**src/rtl/cntr_operations_pkg.sv**
```systemverilog
// ============================================================================
// Module      : cntr_operations (package)
// Description : Operation codes shared by the counter control FSM and the
//               counter datapath, plus the count register width.
// Revision    : 1.0 - initial release
// ============================================================================
`default_nettype none

package cntr_operations;

    localparam int CNTR_W = 32;

    // Encoding 2'd0 is not a legal op; the datapath treats it as hold.
    typedef enum logic [1:0] {
        cntr_op_state_1 = 2'd1,   // wrap
        cntr_op_state_2 = 2'd2,   // increment
        cntr_op_state_3 = 2'd3    // hold
    } cntr_operations_t;

endpackage

`default_nettype wire

```
**src/rtl/cntr_evt_fifo.sv**
```systemverilog
// ============================================================================
// Module      : cntr_evt_fifo
// Description : Single-clock synchronous FIFO with extra-wrap-bit pointers;
//               a push into a full FIFO is accepted only alongside a pop.
// Revision    : 1.0 - initial release
// ============================================================================
`default_nettype none

module cntr_evt_fifo #(
    parameter int DEPTH = 4,
    parameter int W     = 16
) (
    input  logic                   clk,
    input  logic                   rst,
    input  logic                   i_push,
    input  logic                   i_pop,
    input  logic [W-1:0]           i_din,
    output logic                   o_full,
    output logic                   o_empty,
    output logic [$clog2(DEPTH):0] o_level,
    output logic [W-1:0]           o_head
);

    localparam int AW = $clog2(DEPTH);

    logic [AW:0]  r_wptr;
    logic [AW:0]  r_rptr;
    logic [W-1:0] r_mem [DEPTH];
    logic         w_do_pop;
    logic         w_do_push;

    assign w_do_pop  = i_pop && !o_empty;
    assign w_do_push = i_push && (!o_full || w_do_pop);

    always_ff @(posedge clk) begin
        if (rst) begin
            r_wptr <= '0;
            r_rptr <= '0;
            for (int i = 0; i < DEPTH; i++) begin
                r_mem[i] <= '0;
            end
        end else begin
            if (w_do_push) begin
                r_mem[r_wptr[AW-1:0]] <= i_din;
                r_wptr                <= r_wptr + 1'b1;
            end
            if (w_do_pop) begin
                r_rptr <= r_rptr + 1'b1;
            end
        end
    end

    assign o_empty = (r_wptr == r_rptr);
    assign o_full  = (r_wptr[AW] != r_rptr[AW]) && (r_wptr[AW-1:0] == r_rptr[AW-1:0]);
    assign o_level = r_wptr - r_rptr;
    // Head is read from storage registers through registered pointers only.
    assign o_head  = r_mem[r_rptr[AW-1:0]];

endmodule

`default_nettype wire

```
**src/rtl/cntr_datapath.sv**
```systemverilog
// ============================================================================
// Module      : cntr_datapath
// Description : Count register, free-running timestamp and wrap-event FIFO.
//               Optional macro CNTR_BOUNDS_CHK_EN adds the bounds_err output.
// Revision    : 1.0 - initial release
// ============================================================================
`default_nettype none

module cntr_datapath
    import cntr_operations::*;
#(
    parameter int WRAP_VALUE = 127,
    parameter int EVT_DEPTH  = 4,
    parameter int STAMP_W    = 16
) (
    input  logic                       clk,
    input  logic                       rst,
    input  cntr_operations_t           operation,
    output logic [CNTR_W-1:0]          cnt_out,
    output logic                       evt_valid,
    input  logic                       evt_ready,
    output logic [STAMP_W-1:0]         evt_data,
    output logic [$clog2(EVT_DEPTH):0] evt_level,
    output logic                       evt_overflow,
    input  logic                       ovf_clr
`ifdef CNTR_BOUNDS_CHK_EN
    ,
    output logic                       bounds_err
`endif
);

    generate
        if (EVT_DEPTH < 2 || EVT_DEPTH > 16 || (EVT_DEPTH & (EVT_DEPTH - 1)) != 0
            || WRAP_VALUE < 0) begin : g_bad_param
            $error("cntr_datapath: illegal EVT_DEPTH or WRAP_VALUE");
        end
    endgenerate

    logic [CNTR_W-1:0]  r_cnt;
    logic [STAMP_W-1:0] r_stamp;
    logic               r_ovf;
    logic               w_wrap;
    logic               w_inc;
    logic               w_pop;
    logic               w_full;
    logic               w_empty;
    logic               w_drop;

    assign w_wrap = (operation == cntr_op_state_1);
    assign w_inc  = (operation == cntr_op_state_2);
    assign w_pop  = evt_valid && evt_ready;
    assign w_drop = w_wrap && w_full && !w_pop;

    always_ff @(posedge clk) begin
        if (rst) begin
            r_cnt   <= '0;
            r_stamp <= '0;
            r_ovf   <= 1'b0;
        end else begin
            r_stamp <= r_stamp + 1'b1;
            if (w_wrap) begin
                r_cnt <= '0;
            end else if (w_inc) begin
                r_cnt <= r_cnt + 1'b1;
            end
            // A drop in the same cycle as a clear keeps the flag set.
            if (w_drop) begin
                r_ovf <= 1'b1;
            end else if (ovf_clr) begin
                r_ovf <= 1'b0;
            end
        end
    end

    cntr_evt_fifo #(
        .DEPTH (EVT_DEPTH),
        .W     (STAMP_W)
    ) u_evt_fifo (
        .clk     (clk),
        .rst     (rst),
        .i_push  (w_wrap),
        .i_pop   (w_pop),
        .i_din   (r_stamp),
        .o_full  (w_full),
        .o_empty (w_empty),
        .o_level (evt_level),
        .o_head  (evt_data)
    );

    assign cnt_out      = r_cnt;
    assign evt_valid    = !w_empty;
    assign evt_overflow = r_ovf;

`ifdef CNTR_BOUNDS_CHK_EN
    logic r_bounds_err;

    always_ff @(posedge clk) begin
        if (rst) begin
            r_bounds_err <= 1'b0;
        end else if ((w_wrap && r_cnt != CNTR_W'(WRAP_VALUE)) ||
                     (w_inc  && r_cnt == CNTR_W'(WRAP_VALUE))) begin
            r_bounds_err <= 1'b1;
        end
    end

    assign bounds_err = r_bounds_err;

`ifndef SYNTHESIS
    a_wrap_at_terminal: assert property (@(posedge clk) disable iff (rst)
        (operation == cntr_op_state_1) |-> (r_cnt == CNTR_W'(WRAP_VALUE)));
    a_no_inc_past_terminal: assert property (@(posedge clk) disable iff (rst)
        (operation == cntr_op_state_2) |-> (r_cnt != CNTR_W'(WRAP_VALUE)));
`endif
`endif

endmodule

`default_nettype wire

```
**config.mk**
```make
export PLATFORM = sky130hd
export DESIGN_NAME = cntr_datapath
export DESIGN_NICKNAME = d
export VERILOG_FILES = /design/src/rtl/cntr_operations_pkg.sv /design/src/rtl/cntr_evt_fifo.sv /design/src/rtl/cntr_datapath.sv
export SDC_FILE = /design/constraint.sdc
export NUM_CORES = 1
export LEC_CHECK = 0
export BUFFER_PORTS_ARGS = -buffer_cell sky130_fd_sc_hd__buf_4
export CORE_ASPECT_RATIO = 0.75
export CORE_UTILIZATION = 50
export CTS_CLUSTER_SIZE = 40
export DETAILED_ROUTE_END_ITERATION = 7
export PLACE_DENSITY = 0.78
export SKIP_CTS_REPAIR_TIMING = 1
export SYNTH_ARGS = -nofsm -noshare
export SYNTH_HDL_FRONTEND = slang
export SYNTH_SLANG_ARGS = --single-unit
```
**constraint.sdc**
```tcl
create_clock -name clk -period 2.8 [get_ports clk]
set_clock_uncertainty 0.1 [all_clocks]
set_input_delay 0.14 -clock clk [delete_from_list [all_inputs] [get_ports clk]]
set_output_delay 0.14 -clock clk [all_outputs]
set_load 0.03 [all_outputs]
```
Word level (Yosys, flattened, before mapping)
Memories as Yosys holds them, arrays and structs flattened. A register that Yosys moved wholly into a read port is not among the register bits.
Index checks and enable logic that the tools add are counted.
{ "classes": {"mul": 0, "bitwise_logic": 0, "n_eq_ne": 5, "n_lt_le_gt_ge": 0, "muxes": 12, "add_sub_neg": 5, "reduce_logical": 13, "n_shift": 0, "div": 0} }
{ "ops": {"columns": ["cell", "n"], "rows": [
  ["32-bit by 1-bit adder with 32-bit output (second input constant)", 1],
  ["16-bit by 1-bit adder with 16-bit output (second input constant)", 1],
  ["16-bit 2-to-1 mux", 1],
  ["16-bit OR reduction", 1],
  ["1-bit 2-to-1 mux", 8],
  ["3-bit by 1-bit adder with 3-bit output (second input constant)", 2],
  ["1-bit logical AND", 6],
  ["2-bit 2-to-1 mux", 3],
  ["3-bit equality test", 1],
  ["1-bit logical NOT", 3],
  ["3-bit subtractor", 1],
  ["2-bit by 1-bit equality test with 1-bit output (second input constant)", 1],
  ["2-bit equality test", 1],
  ["2-bit equality test (second input constant)", 1],
  ["2-bit nonzero test", 1],
  ["2-bit OR reduction", 1],
  ["1-bit logical OR", 1],
  ["1-bit != test", 1]
]} }
{ "word_totals": {"mem_count": 1, "in_bits": 6, "ff_bits": 55, "mem_bits_ro": 0, "mem_bits_rw": 64, "elab_cells": 41, "latchBits": 0, "output_inout_bits": 53} }
{ "memory_table": {"columns": ["memory", "depth", "word_bits", "read_ports", "rd_clocked_by_memory_dff", "write_ports", "line", "text"], "rows": [
  ["u_evt_fifo.r_mem", 4, 16, 1, 1, 4, "cntr_evt_fifo.sv:28", "logic [W-1:0] r_mem [DEPTH];"]
]} }

Depth between registers and ports, before layout
{ "depth": {"ltp_word": 11, "mapped_depth": 8, "ltp_nobuf": 6} }

By module
Synthesis repeated with hierarchy kept, for this count alone.
{ "unflattened": {"cells_unflattened": 496, "area_unflattened_um2": 5619.1} }
{ "modules_own_cells": {"columns": ["mod", "area_per_inst_um2", "cells_each", "seq_area_each_um2", "n_inst"], "rows": [
  ["cntr_evt_fifo", 3251.9, 228, 2082.0, 1],
  ["cntr_datapath", 2367.3, 268, 980.9, 1]
]} }

Worst setup path after synthesis
OpenSTA, ideal clock, no wires.
{ "synth_timing": {"path_type": "register -> register", "from": "reg u_evt_fifo.r_wptr[0]", "to": "mem u_evt_fifo.r_mem[0][0], enable pin", "setup_slack_ps": 321, "arrival_ps": 2046, "synth_period_minus_slack_ps": 2479, "required_time_ps": 2366, "path_stages_with_launch": 8, "setup_ps": 334, "n_path_buf": 1, "cell_sequence": "dfxtp_1 inv_1 ha_1 and3b_1 a2111oi_4 and3_1 clkbuf_1 or2_2"} }
{ "synth_lines": {"columns": ["item", "line", "text"], "rows": [
  ["start: declaration", "cntr_evt_fifo.sv:26", "logic [AW:0] r_wptr;"],
  ["start signal: assignment", "cntr_evt_fifo.sv:45", "r_wptr <= r_wptr + 1'b1;"],
  ["end: declaration", "cntr_evt_fifo.sv:28", null]
]} }

==> metrics.txt <==
status finished, final reports clean; largest net degree at the start of global routing 41; setup TNS 0 ps; maximum VDD drop 0.374 mV; initial antenna violation count 0; IO Port Bufs 58; drt pass-1 iters 5; Post-Syn Area per Cell 11.5 um2; Setup Viol. Count Final 0; Row Count 32; DP Area 6090 um2; Seq cells post-synth 121; DRT iter0 DRCs 374; RSZ-0062 raised after global routing no; final cell count without fillers 691; GRT Overall Usage 23.1%; Design Area, Final 6660 um2; floorplan core area 10,500 um2; Critical Path End Type flip-flop; crit path DAT 2520 ps; Worst Path Max Fanout 16; Routability Congestion 0.790; Max Slew Vio Count 0; fin crit share 91.8%; Int Power 3400 uW; starting density of the core 52.6%; Worst Path Required 2750 ps; Reg power frac 43.9%; clock tree from TritonCTS done; Antenna Nets Post-Route 0; syn nets 493; CTS clk-pin slew, worst paths 50 ps; vias in the first global route 3,714; commonest non-fill, non-tap cell in the layout buf_4; htree depth 4; # diodes 0; Die W 123 um; Main synth FF type edfxtp_1; area grow syn2layout 20.7%; vias per inst 5.71; Clk pwr share 45.4%; commonest cells after routing, fill and taps aside buf_4 (67), and2_1 (64), edfxtp_1 (64), dfxtp_1 (57), nor2_1 (33); Worst slew margin 43.1%; Top Ports 59; Routed wire per std cell 17.7 um; Detailed Place HPWL 8.06 mm; Worst Tran Pin Value 853 ps; final hold violation count 0; EDFF count, synth 64; setup ws final 231 ps; area of the die 11,500 um2; PwrDens 669 nW/um2; Worst Hold Class input port to flip-flop; Overflow after GRT 0; layout cell share with drive strength beyond 1 21.3%; Warnings, synthesis 0; Final nets 556; CTS Sinks 121; Max-Cap Viols 0; Net Sw Power 1060 uW; Synth Instances 480; clock buffer depth 2; DRC Markers 0; critical path startpoint category flip-flop; Netlist cell types 42; final WL 12.2 mm; Fillers 806; mapped cell area 5520 um2; Final Critical Period 2570 ps; die height 93.0 um; CTS Buf Count 17; combinational cell fraction of total power 10.7%; sequential area share after synthesis 55.5%; Clock Latency Late Sink 410 ps; Final Power 4460 uW; CTS root buf clkbuf_16; switching fraction of total power 23.7%; asr flop ratio synth 0%; worst setup path class flip-flop to flip-flop; Cell Count Post-Placement 657; routed vias 3,949; first-pass GRT wire length 19.6 mm; Leak 0.00247 uW; DP Worst Slack 251 ps; Fmax 389 MHz
[final cells by class]
type | instances | area [um2] | area share (%)
flip-flops and latches | 121 | 3060 | 46.0
repair buffers | 70 | 533 | 8.00
inverters | 11 | 41.3 | 0.620
clock buffers | 21 | 440 | 6.61
clock inverters | 10 | 104 | 1.56
well taps | 136 | 170 | 2.55
multi-input cells | 322 | 2310 | 34.7
[Yosys cell counts, types with 2 or more instances]
master,number,area (um2)
nand2b_1,2,12.5
nor2b_1,5,31.3
and3b_1,2,17.5
clkbuf_1,19,71.3
buf_1,3,11.3
nand2_1,20,75.1
and2_1,64,400
and4_1,6,52.6
and3_1,6,37.5
o31ai_1,10,75.1
nor3_1,8,40.0
or3_1,13,81.3
o21ai_0,13,65.1
or4_1,12,90.1
nand4_1,15,93.8
nand3_1,18,90.1
xnor2_1,14,123
mux4_2,16,360
ha_1,6,75.1
mux2i_1,3,30.0
or2_2,4,25.0
nor4_1,3,18.8
buf_2,4,20.0
o311ai_0,2,17.5
a21oi_1,22,110
xor2_1,12,105
edfxtp_1,64,1920
nor2_1,33,124
mux2_2,2,22.5
inv_1,11,41.3
dfxtp_1,57,1140
[flip-flops by register name, indices dropped and copies added (netlist names), named ones only]
signal             cells
u_evt_fifo.r_rptr      3
r_stamp               16
u_evt_fifo.r_wptr      3
u_evt_fifo.r_mem      64
cnt_out               32
evt_overflow           1
[per-layer routing]
metal / track usage (%) / share of wire (%)
met4: 9.54 / 1.3
met5: 0 / 0
met2: 34.0 / 45
met1: 33.5 / 49
met3: 4.21 / 5.1
[final timing paths]
| path | depth (start not counted) | endpoint | slack [ps] | start |
|---|---|---|---|---|
| setup / recovery | 6 | u_evt_fifo.r_mem[2][14]$_SDFFCE_PN0P_ | 230 | u_evt_fifo.r_rptr[1]$_SDFFE_PP0N_ |
| hold / removal | 2 | r_stamp[0]$_SDFF_PP0_ | 40 | rst |
| setup reg to reg | 6 | u_evt_fifo.r_mem[2][14]$_SDFFCE_PN0P_ | 230 | u_evt_fifo.r_rptr[1]$_SDFFE_PP0N_ |
| hold reg to reg | 2 | evt_overflow$_SDFFE_PP0P_ | 370 | evt_overflow$_SDFFE_PP0P_ |
[power by group through the flow]
stage | sequential [uW] | combinational, uW | clock [uW]
after detailed placement | 1990 | 477 | 0
after global placement | 1990 | 471 | 0
after CTS | 1960 | 480 | 2040
after global routing | 1960 | 516 | 2100
final | 1960 | 479 | 2020
after floorplan | 1970 | 333 | 0
[critical path, stage by stage (launching register included)]
cell and delay (ps):
dfxtp_1 400, inv_1 80, ha_1 330, and3b_1 220
a2111oi_4 430, and3_1 230, or2_2 410
[through the flow]
step	utilization [%]	hold WS (ps)
finish	63.5	44.0
global route	63.5	69.1
CTS	63.2	-114
detailed placement	58.1	313
global placement	58.1	312
floorplan	-	177
[logic make-up after synthesis]
kind of cell             synth area share (%)
AO/OA/AOI/OAI                            6.08
XOR/XNOR                                 4.13
adder cells (fa/ha/maj)                  1.72
buffers and inverters                    2.61
flip-flops                               55.5
multiplexers                             7.48
AND/OR/NAND/NOR                          22.5
(Power assumes the default switching activity.)
